**config.mk**
```make
export PLATFORM = sky130hd
export DESIGN_NAME = insn_line_cache_flat
export DESIGN_NICKNAME = d
export VERILOG_FILES = /design/src/rtl/insn_line_cache_if.sv /design/src/rtl/insn_line_cache.sv /design/src/flat_wrapper.sv
export SDC_FILE = /design/constraint.sdc
export NUM_CORES = 2
export LEC_CHECK = 0
export ABC_AREA = 1
export CAP_MARGIN = 25
export CORE_UTILIZATION = 40
export DETAILED_ROUTE_END_ITERATION = 8
export GPL_TIMING_DRIVEN = 1
export PLACE_DENSITY = 0.53
export SYNTH_ARGS = -nofsm -noshare
export SYNTH_HDL_FRONTEND = slang
export SYNTH_SLANG_ARGS = --single-unit
```
**constraint.sdc**
```tcl
create_clock -name CLK -period 26.9 [get_ports CLK]
set_input_delay 2.69 -clock CLK [delete_from_list [all_inputs] [get_ports CLK]]
set_output_delay 2.69 -clock CLK [all_outputs]
set_load 0.005 [all_outputs]
```
**src/rtl/insn_line_cache_if.sv**
```systemverilog
// insn_line_cache_if
// Bundles the fetch port, the line refill port and the invalidation inputs
// of the instruction line cache.
//   core side : i_core_req, i_core_addr -> o_core_ack, o_core_data
//   mem side  : o_mem_req, o_mem_addr   -> i_mem_ack, i_mem_data
//   coherence : i_inv, i_inv_addr, i_flush_all
//   status    : o_busy (fetch stall)
// modport slave  : the cache itself
// modport master : the core / memory / coherence environment
interface insn_line_cache_if;
    logic         i_core_req;
    logic [31:0]  i_core_addr;
    logic         o_core_ack;
    logic [127:0] o_core_data;
    logic         o_mem_req;
    logic [31:0]  o_mem_addr;
    logic         i_mem_ack;
    logic [127:0] i_mem_data;
    logic         i_inv;
    logic [31:0]  i_inv_addr;
    logic         i_flush_all;
    logic         o_busy;

    modport slave (
        input  i_core_req, i_core_addr, i_mem_ack, i_mem_data,
               i_inv, i_inv_addr, i_flush_all,
        output o_core_ack, o_core_data, o_mem_req, o_mem_addr, o_busy
    );

    modport master (
        output i_core_req, i_core_addr, i_mem_ack, i_mem_data,
               i_inv, i_inv_addr, i_flush_all,
        input  o_core_ack, o_core_data, o_mem_req, o_mem_addr, o_busy
    );
endinterface

```
**src/rtl/insn_line_cache.sv**
```systemverilog
// insn_line_cache
// Direct-mapped instruction cache returning whole 128-bit lines to the core.
// A miss issues one line refill; single-line invalidation and full flush are
// accepted in any state.
// Ports:
//   CLK  : clock, rising edge
//   RST  : synchronous active-high reset
//   bus  : insn_line_cache_if.slave (core, memory, invalidation, busy)
// Parameter:
//   LINES : number of 16-byte lines (power of two, >= 2)
module insn_line_cache #(
    parameter int LINES = 16
) (
    input  logic              CLK,
    input  logic              RST,
    insn_line_cache_if.slave  bus
);
    localparam int IDXW = $clog2(LINES);
    localparam int TAGW = 28 - IDXW;

    typedef enum logic [1:0] {IDLE, LOOKUP, FILL, RESP} state_t;

    state_t             state_reg, state_next;
    logic [31:4]        addr_reg;
    logic               core_ack_reg;
    logic [127:0]       resp_reg;
    logic               mem_req_reg;
    logic [31:0]        mem_addr_reg;
    logic               busy_reg;

    logic [IDXW-1:0]    core_idx, addr_idx, inv_idx;
    logic [TAGW-1:0]    addr_tag, inv_tag;

    logic [127:0]       data_mem [LINES];
    logic [127:0]       data_rd_reg;
    logic [TAGW-1:0]    tag_reg  [LINES];
    logic [LINES-1:0]   valid_reg, valid_next;
    logic [LINES-1:0]   inv_kill;

    logic               fill_we;
    logic               lookup_hit;
    logic               unused_addr_bits;

    assign core_idx = bus.i_core_addr[4 +: IDXW];
    assign addr_idx = addr_reg[4 +: IDXW];
    assign addr_tag = addr_reg[31 -: TAGW];
    assign inv_idx  = bus.i_inv_addr[4 +: IDXW];
    assign inv_tag  = bus.i_inv_addr[31 -: TAGW];
    assign unused_addr_bits = ^{bus.i_core_addr[3:0], bus.i_inv_addr[3:0]};

    // Refill write; gated by reset so an abandoned refill never lands.
    assign fill_we = (state_reg == FILL) && bus.i_mem_ack && !RST;

    // Per-line tag and valid bookkeeping.
    genvar gi;
    generate
        for (gi = 0; gi < LINES; gi++) begin : g_line
            logic fill_here;
            logic inv_tag_match;

            assign fill_here = fill_we && (addr_idx == IDXW'(gi));
            // When the line is being refilled this cycle, the invalidation is
            // judged against the incoming tag so it kills the new line.
            assign inv_tag_match = fill_here ? (addr_tag == inv_tag)
                                             : (tag_reg[gi] == inv_tag);
            assign inv_kill[gi]  = bus.i_inv && (inv_idx == IDXW'(gi)) && inv_tag_match;

            // Clears win over the refill set; flush wins over everything.
            assign valid_next[gi] = bus.i_flush_all ? 1'b0 :
                                    inv_kill[gi]    ? 1'b0 :
                                    fill_here       ? 1'b1 :
                                                      valid_reg[gi];

            always_ff @(posedge CLK) begin
                if (fill_here) begin
                    tag_reg[gi] <= addr_tag;
                end
            end
        end
    endgenerate

    always_ff @(posedge CLK) begin
        if (RST) begin
            valid_reg <= '0;
        end else begin
            valid_reg <= valid_next;
        end
    end

    // Line data RAM. The read is issued while IDLE from the incoming address
    // so the line is ready in LOOKUP; nothing writes between the two cycles.
    always_ff @(posedge CLK) begin
        if (fill_we) begin
            data_mem[addr_idx] <= bus.i_mem_data;
        end
        if (state_reg == IDLE) begin
            data_rd_reg <= data_mem[core_idx];
        end
    end

    // valid_next already folds in same-cycle invalidation, and no refill can
    // happen in LOOKUP, so it is the effective valid bit here.
    assign lookup_hit = valid_next[addr_idx] && (tag_reg[addr_idx] == addr_tag);

    always_comb begin
        state_next = state_reg;
        case (state_reg)
            IDLE:    if (bus.i_core_req) state_next = LOOKUP;
            LOOKUP:  state_next = lookup_hit ? RESP : FILL;
            FILL:    if (bus.i_mem_ack) state_next = RESP;
            RESP:    state_next = IDLE;
            default: state_next = IDLE;
        endcase
    end

    always_ff @(posedge CLK) begin
        if (RST) begin
            state_reg    <= IDLE;
            addr_reg     <= '0;
            core_ack_reg <= 1'b0;
            resp_reg     <= '0;
            mem_req_reg  <= 1'b0;
            mem_addr_reg <= '0;
            busy_reg     <= 1'b0;
        end else begin
            state_reg    <= state_next;
            busy_reg     <= (state_next != IDLE);
            core_ack_reg <= (state_next == RESP);

            if (state_reg == IDLE && bus.i_core_req) begin
                addr_reg <= bus.i_core_addr[31:4];
            end

            if (state_reg == LOOKUP) begin
                if (lookup_hit) begin
                    resp_reg <= data_rd_reg;
                end else begin
                    mem_req_reg  <= 1'b1;
                    mem_addr_reg <= {addr_reg, 4'h0};
                end
            end

            if (state_reg == FILL && bus.i_mem_ack) begin
                mem_req_reg <= 1'b0;
                resp_reg    <= bus.i_mem_data;
            end
        end
    end

    assign bus.o_core_ack  = core_ack_reg;
    assign bus.o_core_data = resp_reg;
    assign bus.o_mem_req   = mem_req_reg;
    assign bus.o_mem_addr  = mem_addr_reg;
    assign bus.o_busy      = busy_reg;
endmodule

```
**src/flat_wrapper.sv**
```systemverilog
// flat-port wrapper written by rule: the top's interface ports become plain ports
module insn_line_cache_flat 
#(
    parameter int LINES = 16
)
  (CLK, RST, bus_i_core_req, bus_i_core_addr, bus_i_mem_ack, bus_i_mem_data, bus_i_inv, bus_i_inv_addr, bus_i_flush_all, bus_o_core_ack, bus_o_core_data, bus_o_mem_req, bus_o_mem_addr, bus_o_busy);
  insn_line_cache_if bus_i ();
  input  logic CLK;
  input  logic RST;
  input wire logic [$bits(bus_i.i_core_req)-1:0] bus_i_core_req;
  input wire logic [$bits(bus_i.i_core_addr)-1:0] bus_i_core_addr;
  input wire logic [$bits(bus_i.i_mem_ack)-1:0] bus_i_mem_ack;
  input wire logic [$bits(bus_i.i_mem_data)-1:0] bus_i_mem_data;
  input wire logic [$bits(bus_i.i_inv)-1:0] bus_i_inv;
  input wire logic [$bits(bus_i.i_inv_addr)-1:0] bus_i_inv_addr;
  input wire logic [$bits(bus_i.i_flush_all)-1:0] bus_i_flush_all;
  output wire logic [$bits(bus_i.o_core_ack)-1:0] bus_o_core_ack;
  output wire logic [$bits(bus_i.o_core_data)-1:0] bus_o_core_data;
  output wire logic [$bits(bus_i.o_mem_req)-1:0] bus_o_mem_req;
  output wire logic [$bits(bus_i.o_mem_addr)-1:0] bus_o_mem_addr;
  output wire logic [$bits(bus_i.o_busy)-1:0] bus_o_busy;
  assign bus_i.i_core_req = bus_i_core_req;
  assign bus_i.i_core_addr = bus_i_core_addr;
  assign bus_i.i_mem_ack = bus_i_mem_ack;
  assign bus_i.i_mem_data = bus_i_mem_data;
  assign bus_i.i_inv = bus_i_inv;
  assign bus_i.i_inv_addr = bus_i_inv_addr;
  assign bus_i.i_flush_all = bus_i_flush_all;
  assign bus_o_core_ack = bus_i.o_core_ack;
  assign bus_o_core_data = bus_i.o_core_data;
  assign bus_o_mem_req = bus_i.o_mem_req;
  assign bus_o_mem_addr = bus_i.o_mem_addr;
  assign bus_o_busy = bus_i.o_busy;
  insn_line_cache #(.LINES(LINES)) u_core (.CLK(CLK), .RST(RST), .bus(bus_i));
endmodule
```
==> qor_table.md <==
| Group | Parameter | Reported |
|---|---|---|
| outcome | Run status | finished clean |
| synth | Sequential cell area fraction in the yosys report | 70.8% |
| clock tree | Clk slew on worst S/H paths | 0.06 ns |
| synth | Post-synthesis cell area | 114,000 um2 |
| placement | Final RePlAce weighted congestion | 0.862 |
| global route | Initial antenna violation count | 67 |
| die | Starting density of the core | 40.2% |
| die | Placement row count | 196 |
| global route | Total overflow reported by the global router | 0 |
| die | Full die area | 288,000 um2 |
| die | I/O pin count | 361 |
| clock tree | Buffers inserted by post-CTS timing repair | 0 |
| synth | Syn. warnings | 0 |
| final layout | Number of flip-flops in the largest register | 2,048 |
| clock tree | CTS root buffer | clkbuf_16 |
| sta | Count of final max-slew check failures | 0 |
| clock tree | Number of buffers inserted during clock tree synthesis | 305 |
| clock tree | Clock tree from TritonCTS | yes |
| routing | Total number of vias | 76,888 |
| sta | Period minus WS final | 8.04 ns |
| worst setup path | R2R cell count | 19 |
| routing | Number of remaining DRC errors | 0 |
| sta | Setup skew after layout | 0.0612 ns |
| final layout | # fillers | 25,476 |
| synth | Cell count after synthesis | 9,555 |
| routing | Vias/cell | 5.60 |
| worst setup path | CP Class | in -> reg |
| synth | Synth Area per Inst | 12.0 um2 |
| die | Die outline height | 537 um |
| synth | Proportion of register bits with asynchronous set or reset after synthesis | 0% |
| global route | Global-route total usage across every layer | 24.2% |
| final layout | Area added between synthesis and finish | 14.6% |
| sta | Post-route fraction of the period consumed by the critical path | 29.9% |
| routing | Sum of routed wire length over all layers | 358 mm |
| clock tree | H-tree levels | 5 |
| worst setup path | Type of destination of the critical path | flip-flop |
| worst setup path | CP max FO | 156 |
| synth | Number of storage elements in the synthesis netlist | 2,769 |
| global route | GRT met1 Usage | 33.4% |
| routing | 1st-iter DRT viols | 7,751 |
| final layout | Fin nets | 9,895 |
| global route | Met3 Track Usage GR | 3.95% |
| final layout | Ratio of cells with drive above 1 in the final layout | 7.49% |
| power and ir drop | IR drop worst, VDD | 0.0544 mV |
| sta | Number of failing setup endpoints in the final timing report | 0 |
| power and ir drop | Leak | 44.3 nW |
| synth | Synth top area share | 67.2% |
| sta | Setup repair after global routing missed its margin | no |
| hold path | Cell depth of the worst hold path | 2 |
| global route | Global-route wire length before repair | 511 mm |
| die | Die X-Extent | 537 um |
| global route | Largest net degree at the start of global routing | 219 |
| job | Max Cap Viol | 0 |
| power and ir drop | Cell area power density | 81.6 nW/um2 |
| synth | Most common library cells after synthesis | 2,560 x edfxtp_1, 1,753 x nor2_1, 1,381 x o21ai_0, 880 x nand2_1, 500 x clkbuf_1 |
| sta | Upper clock frequency limit | 124 MHz |
| sta | Setup TNS | 0 ns |
| routing | 1st-pass router iterations | 5 |
| final layout | Finished layout cell area | 131,000 um2 |
| sta | Final Hold Violating Endpoints | 0 |
| clock tree | Cts repair resizes | 0 |
| synth | Most repeated cell in the gate-level netlist after synthesis | edfxtp_1 |
| synth | Predominant post-synthesis flop cell | edfxtp_1 |
| synth | Leading cell types by total area after synthesis | edfxtp_1 67%, o21ai_0 6.0%, nor2_1 5.8% |
| synth | Number of enable flip-flop cells after synthesis | 2,560 |
| synth | Number of distinct standard cells referenced by the synthesized netlist | 36 |
| routing | Routed Antenna Nets | 0 |
| placement | HPWL reported at the end of detailed placement | 190 mm |
| global route | Met2 capacity usage during global routing | 39.0% |
| sta | Measured slew at the worst slew-check pin | 1.20 ns |
| die | Standard cell core area | 285,000 um2 |
| routing | Average wire per standard cell | 26.0 um |
| clock tree | Clock latency of the later-clocked register in the worst-skew pair | 0.90 ns |
| clock tree | Count of hold-fix buffers inserted at cts | 0 |
| global route | Layer with the highest usage | met2 |
| worst setup path | Startpoint Class | input port |
| hold path | HP Class | reg -> reg |
| sta | Slew headroom | 19.8% |
| worst setup path | Data required time of the critical path | 27.65 ns |
| synth | Post-synthesis cell type with the largest combined area | edfxtp_1 |
| placement | Count of buffers from port buffering | 348 |
| clock tree | CTS Buffer Depth | 4 |
| global route | Via count of the first global-routing pass | 72,590 |
| clock tree | Clock sink count | 2,769 |
| placement | Placed standard-cell area | 121,000 um2 |
| worst setup path | Worst path arrival time | 8.79 ns |
## worst paths after layout
path | from | to | slack (ns)
hold reg to reg | u_core.bus.o_mem_addr[22] | u_core.bus.o_mem_addr[22] | 0.46
hold / removal | u_core.bus.o_mem_addr[22] | u_core.bus.o_mem_addr[22] | 0.46
setup / recovery | bus_i_inv_addr[10] | u_core.bus.o_core_data[20] | 18.86
setup reg to reg | flip-flop | u_core.bus.o_core_data[32] | 20.30
## where the power goes
group / internal (mW) / switching [mW]
Sequential: 4.96 / 0.153
Clock: 2.45 / 1.71
Combinational: 0.467 / 0.959
## worst max-delay path: stages
cell and delay [ns]:
clkdlybuf4s50_1 1.03, inv_1 0.43, nand2_1 0.14, nand2_1 0.06, nor2_1 0.16, nand2_1 0.09, nor2_1 0.40, nand3_2 0.44
nand2_1 0.16, nand3_1 0.11, nand3_1 0.09, nand2_1 0.06, nor2_1 0.15, nor2_1 0.07, nor2_1 0.13, nand2_2 0.13
nand3_4 0.43, buf_12 0.44, buf_4 0.80, nand3_1 0.15, nand2_1 0.10, nor2_1 0.05
## layout make-up
type / instances / area [um2] / share of cell area (%)
Tap cell: 3762 / 4710 / 3.59
Clock inverter: 148 / 1420 / 1.09
Inverter: 355 / 1370 / 1.04
Clock buffer: 412 / 8510 / 6.48
Timing Repair Buffer: 490 / 4780 / 3.64
Multi-Input combinational cell: 5772 / 29300 / 22.3
Antenna cell: 20 / 50.0 / 0.0381
Sequential cell: 2769 / 81100 / 61.8
## cell families after synthesis
family / share of synthesized area [%]
buf+inv: 3.71
compound gates: 11.8
flops: 70.8
mux: 1.38
simple gates: 10.1
other cells: 0.00328
fa+ha+maj: 0.0437
xor+xnor: 2.12
## cells in the final DEF, fill, tap and decap left out, drive strengths merged, types with 8 or more instances in the layout
| cell type | Yosys | layout |
|---|---|---|
| clkinv | 2 | 109 |
| xnor2 | 32 | 32 |
| nand4 | 8 | 8 |
| a21oi | 255 | 255 |
| diode | 0 | 20 |
| xor2 | 245 | 245 |
| mux2i | 14 | 14 |
| o22ai | 382 | 382 |
| inv | 353 | 365 |
| buf | 162 | 145 |
| clkdlybuf4s50 | 0 | 344 |
| o221ai | 193 | 193 |
| edfxtp | 2560 | 2560 |
| nor2 | 1754 | 1754 |
| clkbuf | 500 | 413 |
| bufinv | 0 | 24 |
| nand2 | 882 | 882 |
| o21ai | 1416 | 1416 |
| mux2 | 128 | 128 |
| dfxtp | 209 | 209 |
| o211ai | 134 | 134 |
| nand3 | 310 | 310 |
## stage by stage
| step | utilization [%] | power [mW] | setup WS (ns) | std cells | hold WS (ns) |
|---|---|---|---|---|---|
| finish | 46.1 | 10.7 | 18.86 | 13728 | 0.464 |
| global route | 46.1 | 11.1 | 18.52 | 13717 | 0.488 |
| CTS | 46.0 | 10.8 | 19.06 | 13706 | 0.471 |
| detailed placement | 42.6 | 6.62 | 18.15 | 13146 | 0.458 |
| global placement | 42.5 | 6.61 | 18.22 | 13143 | 0.452 |
| floorplan | - | 5.94 | 15.77 | 9558 | 0.463 |
## routing by layer
metal / part of all wire, % / routed length, um / vias to the layer above
met1: 43 / 154000 / 38811
li1: - / - / 34750
met5: 0.077 / 277 / -
met2: 47 / 168000 / 2758
met3: 6.8 / 24200 / 527
met4: 3.0 / 10800 / 42
No activity file was read; power rests on OpenSTA's default activity.
